File: src/rtl/mem_arb_pkg.sv
`default_nettype none
// ============================================================================
// Module  : mem_arb_pkg
// Brief   : Shared types and constants for the unified-memory arbiter.
// Rev     : 1.0
// ============================================================================
package mem_arb_pkg;

   localparam int ADDR_W     = 32;
   localparam int DATA_W     = 32;
   localparam int KERNEL_BIT = 31;
   localparam int TAG_W      = KERNEL_BIT - 2;

   // Clears the kernel flag and the byte offset in one step.
   localparam logic [ADDR_W-1:0] WORD_MASK = ~((ADDR_W'(1) << KERNEL_BIT) | ADDR_W'(3));

   typedef enum logic [1:0] {
      ARB_IDLE   = 2'd0,
      ARB_BUSY_I = 2'd1,
      ARB_BUSY_D = 2'd2,
      ARB_RESP   = 2'd3
   } arb_state_t;

   function automatic logic [ADDR_W-1:0] word_addr(input logic [ADDR_W-1:0] addr);
      return addr & WORD_MASK;
   endfunction

endpackage
`default_nettype wire

File: src/rtl/mem_arb_ibuf.sv
`default_nettype none
// ============================================================================
// Module  : mem_arb_ibuf
// Brief   : One-entry fetch buffer (tag, data, valid) with fill and store snoop.
// Rev     : 1.0
// ============================================================================
module mem_arb_ibuf
   import mem_arb_pkg::*;
(
   input  logic              clk,
   input  logic              reset,
   input  logic [TAG_W-1:0]  lookup_tag,
   output logic              hit,
   output logic [DATA_W-1:0] hit_data,
   input  logic              fill_en,
   input  logic [TAG_W-1:0]  fill_tag,
   input  logic [DATA_W-1:0] fill_data,
   input  logic              inval_en,
   input  logic [TAG_W-1:0]  inval_tag
);

   logic              r_valid;
   logic [TAG_W-1:0]  r_tag;
   logic [DATA_W-1:0] r_data;

   always_ff @(posedge clk) begin
      if (!reset) begin
         r_valid <= 1'b0;
         r_tag   <= '0;
         r_data  <= '0;
      end else if (fill_en) begin
         r_valid <= 1'b1;
         r_tag   <= fill_tag;
         r_data  <= fill_data;
      end else if (inval_en && (inval_tag == r_tag)) begin
         r_valid <= 1'b0;
      end
   end

   assign hit      = r_valid && (r_tag == lookup_tag);
   assign hit_data = r_data;

endmodule
`default_nettype wire

File: src/rtl/mem_arbiter.sv
`default_nettype none
// ============================================================================
// Module  : mem_arbiter
// Brief   : Single-port memory arbiter for IF/MEM with anti-starvation streak.
//           Optional fetch buffer enabled by defining MEMARB_IBUF_EN.
// Rev     : 1.0
// ============================================================================
module mem_arbiter
   import mem_arb_pkg::*;
#(
   parameter int MAX_STREAK = 4
) (
   input  logic              clk,
   input  logic              reset,
   input  logic              if_req,
   input  logic [ADDR_W-1:0] if_addr,
   output logic [DATA_W-1:0] if_rdata,
   output logic              if_ready,
   output logic              if_stall,
   input  logic              d_req,
   input  logic              d_we,
   input  logic [ADDR_W-1:0] d_addr,
   input  logic [DATA_W-1:0] d_wdata,
   output logic [DATA_W-1:0] d_rdata,
   output logic              d_ready,
   output logic              d_stall,
   output logic              mem_req,
   output logic              mem_we,
   output logic [ADDR_W-1:0] mem_addr,
   output logic [DATA_W-1:0] mem_wdata,
   input  logic [DATA_W-1:0] mem_rdata,
   input  logic              mem_ack
);

   localparam int                  STREAK_W     = $clog2(MAX_STREAK + 1);
   localparam logic [STREAK_W-1:0] c_STREAK_MAX = STREAK_W'(MAX_STREAK);

   arb_state_t          r_state;
   arb_state_t          w_state_nxt;
   logic                r_grant_d;
   logic [STREAK_W-1:0] r_streak;
   logic                r_mem_req;
   logic                r_mem_we;
   logic [ADDR_W-1:0]   r_mem_addr;
   logic [DATA_W-1:0]   r_mem_wdata;
   logic [DATA_W-1:0]   r_if_rdata;
   logic [DATA_W-1:0]   r_d_rdata;
   logic                w_take_d;
   logic                w_take_i;
   logic                w_ibuf_hit;
   logic [DATA_W-1:0]   w_ibuf_data;

`ifdef MEMARB_IBUF_EN
   mem_arb_ibuf u_ibuf (
      .clk        (clk),
      .reset      (reset),
      .lookup_tag (if_addr[KERNEL_BIT-1:2]),
      .hit        (w_ibuf_hit),
      .hit_data   (w_ibuf_data),
      .fill_en    ((r_state == ARB_BUSY_I) && mem_ack),
      .fill_tag   (r_mem_addr[KERNEL_BIT-1:2]),
      .fill_data  (mem_rdata),
      .inval_en   ((r_state == ARB_IDLE) && w_take_d && d_we),
      .inval_tag  (d_addr[KERNEL_BIT-1:2])
   );
`else
   assign w_ibuf_hit  = 1'b0;
   assign w_ibuf_data = '0;
`endif

   // Data wins unless a waiting fetch has already been passed over MAX_STREAK times.
   assign w_take_d = d_req && (!if_req || (r_streak < c_STREAK_MAX));
   assign w_take_i = if_req && !w_take_d;

   always_comb begin
      w_state_nxt = r_state;
      case (r_state)
         ARB_IDLE: begin
            if (w_take_d)
               w_state_nxt = ARB_BUSY_D;
            else if (w_take_i)
               w_state_nxt = w_ibuf_hit ? ARB_RESP : ARB_BUSY_I;
         end
         ARB_BUSY_I, ARB_BUSY_D: begin
            if (mem_ack)
               w_state_nxt = ARB_RESP;
         end
         ARB_RESP: w_state_nxt = ARB_IDLE;
         default:  w_state_nxt = ARB_IDLE;
      endcase
   end

   always_ff @(posedge clk) begin
      if (!reset)
         r_state <= ARB_IDLE;
      else
         r_state <= w_state_nxt;
   end

   always_ff @(posedge clk) begin
      if (!reset) begin
         r_grant_d   <= 1'b0;
         r_streak    <= '0;
         r_mem_req   <= 1'b0;
         r_mem_we    <= 1'b0;
         r_mem_addr  <= '0;
         r_mem_wdata <= '0;
         r_if_rdata  <= '0;
         r_d_rdata   <= '0;
      end else begin
         case (r_state)
            ARB_IDLE: begin
               if (!if_req)
                  r_streak <= '0;
               if (w_take_d) begin
                  r_grant_d   <= 1'b1;
                  r_mem_req   <= 1'b1;
                  r_mem_we    <= d_we;
                  r_mem_addr  <= word_addr(d_addr);
                  r_mem_wdata <= d_wdata;
                  // With a fetch waiting, a data grant implies the streak is below MAX.
                  if (if_req)
                     r_streak <= r_streak + 1'b1;
               end else if (w_take_i) begin
                  r_grant_d <= 1'b0;
                  r_streak  <= '0;
                  if (w_ibuf_hit) begin
                     r_if_rdata <= w_ibuf_data;
                  end else begin
                     r_mem_req  <= 1'b1;
                     r_mem_we   <= 1'b0;
                     r_mem_addr <= word_addr(if_addr);
                  end
               end
            end
            ARB_BUSY_I, ARB_BUSY_D: begin
               if (mem_ack) begin
                  r_mem_req <= 1'b0;
                  if (r_grant_d)
                     r_d_rdata <= mem_rdata;
                  else
                     r_if_rdata <= mem_rdata;
               end
            end
            default: ;
         endcase
      end
   end

   assign if_ready  = (r_state == ARB_RESP) && !r_grant_d;
   assign d_ready   = (r_state == ARB_RESP) && r_grant_d;
   assign if_stall  = if_req && !if_ready;
   assign d_stall   = d_req && !d_ready;
   assign if_rdata  = r_if_rdata;
   assign d_rdata   = r_d_rdata;
   assign mem_req   = r_mem_req;
   assign mem_we    = r_mem_we;
   assign mem_addr  = r_mem_addr;
   assign mem_wdata = r_mem_wdata;

endmodule
`default_nettype wire

File: config.mk
export PLATFORM = sky130hd
export DESIGN_NAME = mem_arbiter
export DESIGN_NICKNAME = d
export VERILOG_FILES = /design/src/rtl/mem_arb_pkg.sv /design/src/rtl/mem_arb_ibuf.sv /design/src/rtl/mem_arbiter.sv
export SDC_FILE = /design/constraint.sdc
export NUM_CORES = 1
export LEC_CHECK = 0
export ABC_AREA = 0
export CELL_PAD_IN_SITES_DETAIL_PLACEMENT = 1
export CELL_PAD_IN_SITES_GLOBAL_PLACEMENT = 1
export CORE_AREA = 2 2 137 139
export DETAILED_ROUTE_END_ITERATION = 10
export DIE_AREA = 0 0 139 141
export GPL_TIMING_DRIVEN = 0
export PLACE_DENSITY_LB_ADDON = 0.1
export SLEW_MARGIN = 20
export SYNTH_ARGS = -nofsm -noshare
export SYNTH_HDL_FRONTEND = slang
export SYNTH_SLANG_ARGS = --single-unit
File: constraint.sdc
create_clock -name clk -period 3 [get_ports clk]
set_input_delay 0.45 -clock clk [delete_from_list [all_inputs] [get_ports clk]]
set_output_delay 0.45 -clock clk [all_outputs]
set_load 0.02 [all_outputs]
==> impl_metrics.yaml <==
status:
  status: "completed"
pwr:
  clockPowerShare: 0.293
  power_density_nw_per_um2: 819
  intPower_mw: 4.63
  pwr-share-comb: 0.380
  p_switching_mw: 2.57
  power_mw: 7.20
  power.leakage_nw: 3.19
  pwr-share-seq: 0.327
  switching_share: 0.357
  vdd.ir_drop.worst_v: 0.000440
min_path:
  timing.hold.worst.start: "reset"
  min_path_type: "in -> reg"
timing:
  fmax_mhz: 429
  min_period_over_period: 0.777
  final.setup.tns_ns: 0
  period_minus_slack_ns: 2.33
  clock_skew_ns: 0.00468
  max_slew_margin: 0.636
  setup_viol: 0
  holdWs_ns: 0.393
  finalMaxSlewViolations: 0
  worstMarginPinSlew_ns: 0.545
  hold_viol: 0
  rsz0062_at_grt: "false"
cts:
  cts-resized-gates: 0
  insertion_delay_ns: 0.42
  cts_buffers: 17
  h-tree-depth: 4
  cts.path.max_buffers: 2
  path_clk_slew_ns: 0.06
  cts_hold_buf: 0
  clock-sinks: 133
  root_buffer: "clkbuf_16"
  cts_tree: "done"
  post-cts-setup-buffers: 0
cells_and_area:
  mostFrequentLayoutCell: "clkdlybuf4s50_1"
  final_core_util: 0.482
  syn2layout_area_growth_pct: 64.8
  num-fill-cells: 2122
  finalNetCount: 1059
  final_cell_mix: "clkdlybuf4s50_1, nand2_1, dfxtp_1"
  diodes: 0
  drive_gt1_frac: 0.0643
place:
  hpwlAfterDp_um: 15200
  gp_congestion: 0.747
  placement.io_buffers: 256
synth:
  ys_warn_count: 0
  synth.avg_cell_area_um2: 8.29
  synth-seq-cells: 133
  syn_inst: 644
  ys_types: 33
  syn_area_um2: 5340
  ys_seq_area_frac: 0.499
worst_setup_path:
  slowest_stage: "clkdlybuf4s50_1"
  cp_max_fo: 3
  cp-startpoint: "r_state[0]$_SDFFE_PN0P_"
  worst_setup_path_end_kind: "primary output"
  r2r-start: "r_state[0]$_SDFFE_PN0P_"
  ff2ff_path_depth: 6
  cpPeakStageDelay_ns: 0.65
  r2r-end: "if_rdata[28]$_SDFFE_PN0P_"
  regToRegSetupSlack_ns: 1.11
  path_class: "reg -> out"
  crit_chain: "ha_1, and2_1, nor2b_1, clkdlybuf4s50_1"
  critical_path_required_ns: 2.55
  start_kind: "register"
  crit_end: "d_stall"
  worstPathArrival_ns: 1.88
detailed_routing:
  wl_per_cell_um: 16.9
  postRouteAntennaNets: 0
  drt_iter0_markers: 135
  drc: 0
  vias: 5545
  firstDrtPassIters: 4
  viasPerCell: 4.75
  drt-total-wl_um: 19800
floorplanning:
  start_util: 0.292
  boundaryPins: 268
  dieArea_um2: 19600
  core_area_um2: 18300
  die_y_um: 141
  die_x_um: 139
  rows: 50
global_routing:
  grt_remaining_overflow: 0
  grt_usage: 0.199
  grt_first_pass_wirelength_um: 31100
  grt_pass1_vias: 5912
  antenna_found_initial: 0
  grt_start_max_net_pins: 17
job:
  max-cap-violations: 0
## per-stage QoR
step	setup slack [ns]	area [µm²]	std cells
final	0.669	8800	1167
after floorplan	1.49	5350	646
after CTS	0.635	8800	1167
after detailed placement	0.714	8200	1136
after global routing	0.553	8800	1167
after global placement	0.708	8200	1136
## synth_stat cells
| cell | instances | area share |
|---|---|---|
| a221o_1 | 1 | 0.0019 |
| mux2i_1 | 1 | 0.0019 |
| o21ai_1 | 5 | 0.0047 |
| clkbuf_1 | 34 | 0.024 |
| dfxtp_1 | 133 | 0.50 |
| nand4b_1 | 1 | 0.0016 |
| o21a_1 | 1 | 0.0014 |
| and2_1 | 2 | 0.0023 |
| o221a_2 | 1 | 0.0021 |
| nor3b_1 | 1 | 0.0014 |
| a21boi_0 | 39 | 0.055 |
| buf_2 | 17 | 0.016 |
| a21oi_1 | 58 | 0.054 |
| a21bo_2 | 1 | 0.0019 |
| o21ai_0 | 59 | 0.055 |
| nor2b_1 | 6 | 0.0070 |
| a21boi_2 | 1 | 0.0021 |
| inv_1 | 3 | 0.0021 |
| a21boi_1 | 59 | 0.083 |
| conb_1 | 1 | 0.00070 |
| a22oi_1 | 1 | 0.0014 |
| nand4_1 | 2 | 0.0023 |
| nor2_1 | 1 | 0.00070 |
| a32oi_1 | 1 | 0.0016 |
| o211ai_1 | 1 | 0.0014 |
| a2111o_1 | 1 | 0.0021 |
| and3_1 | 2 | 0.0023 |
| and3b_1 | 1 | 0.0016 |
| nand3_1 | 33 | 0.031 |
| ha_1 | 4 | 0.0094 |
| nand2_1 | 163 | 0.11 |
| nand3b_1 | 1 | 0.0014 |
| buf_4 | 9 | 0.013 |
## kinds of logic after synthesis
kind of cell               Yosys count  synth area share
adders and majority gates            4           0.00938
buffers and inverters               63            0.0546
muxes                                1           0.00188
other                                1          0.000703
AOI/OAI and AO/OA                  229             0.268
DFF                                133             0.499
and+or+nand+nor                    213             0.166
## critical path: cells and delay by family (launching register included)
kind | cells | cell delay (ns)
fa+ha+maj | 1 | 0.20
simple gates | 2 | 0.29
buf+inv | 1 | 0.65
flops | 1 | 0.33
## worst min-delay path by stage
stage / slack [ns] / depth (start not counted) / endpoint
after CTS: 0.38 / 3 / r_streak[0]$_SDFFE_PN0N_
after floorplan: 0.45 / 2 / r_streak[1]$_SDFFE_PN0N_
after detailed placement: 0.45 / 2 / d_rdata[30]$_SDFFE_PN0P_
after global placement: 0.44 / 2 / d_rdata[17]$_SDFFE_PN0P_
final: 0.39 / 2 / if_rdata[12]$_SDFFE_PN0P_
after global routing: 0.40 / 2 / if_rdata[13]$_SDFFE_PN0P_
## layer usage
metal,up-vias,GRT usage,wire length [µm]
met3,26,0.0693,1440
met4,0,0.0712,407
met5,-,0,0
met1,2630,0.222,8090
met2,157,0.354,9820
li1,2732,-,-
## state kept, by name, indices dropped and copies added (netlist names)
signal / flops
r_grant_d: 1
d_rdata: 32
mem_req: 1
if_rdata: 32
r_state: 2
mem_wdata: 32
mem_addr: 29
mem_we: 1
r_streak: 3
## power by group through the flow
stage          Clock, mW  Sequential [mW]  Combinational, mW
2_1_floorplan          0             2.80               1.01
3_3_place_gp           0             2.36               2.69
3_5_place_dp           0             2.39               2.76
4_1_cts             2.16             2.36               2.78
5_1_grt             2.24             2.40               3.00
6_report            2.11             2.35               2.74
## layout make-up
class | count | area [µm²] | share of cell area
flip-flops and latches | 133 | 2660 | 0.303
repair buffers | 256 | 2560 | 0.291
multi-input cells | 450 | 2390 | 0.272
clock buffers | 18 | 439 | 0.0499
well taps | 234 | 293 | 0.0333
plain buffers | 60 | 280 | 0.0319
clock inverters | 13 | 158 | 0.0179
inverters | 3 | 11.3 | 0.00128
Power figures use the tool's default switching activity.
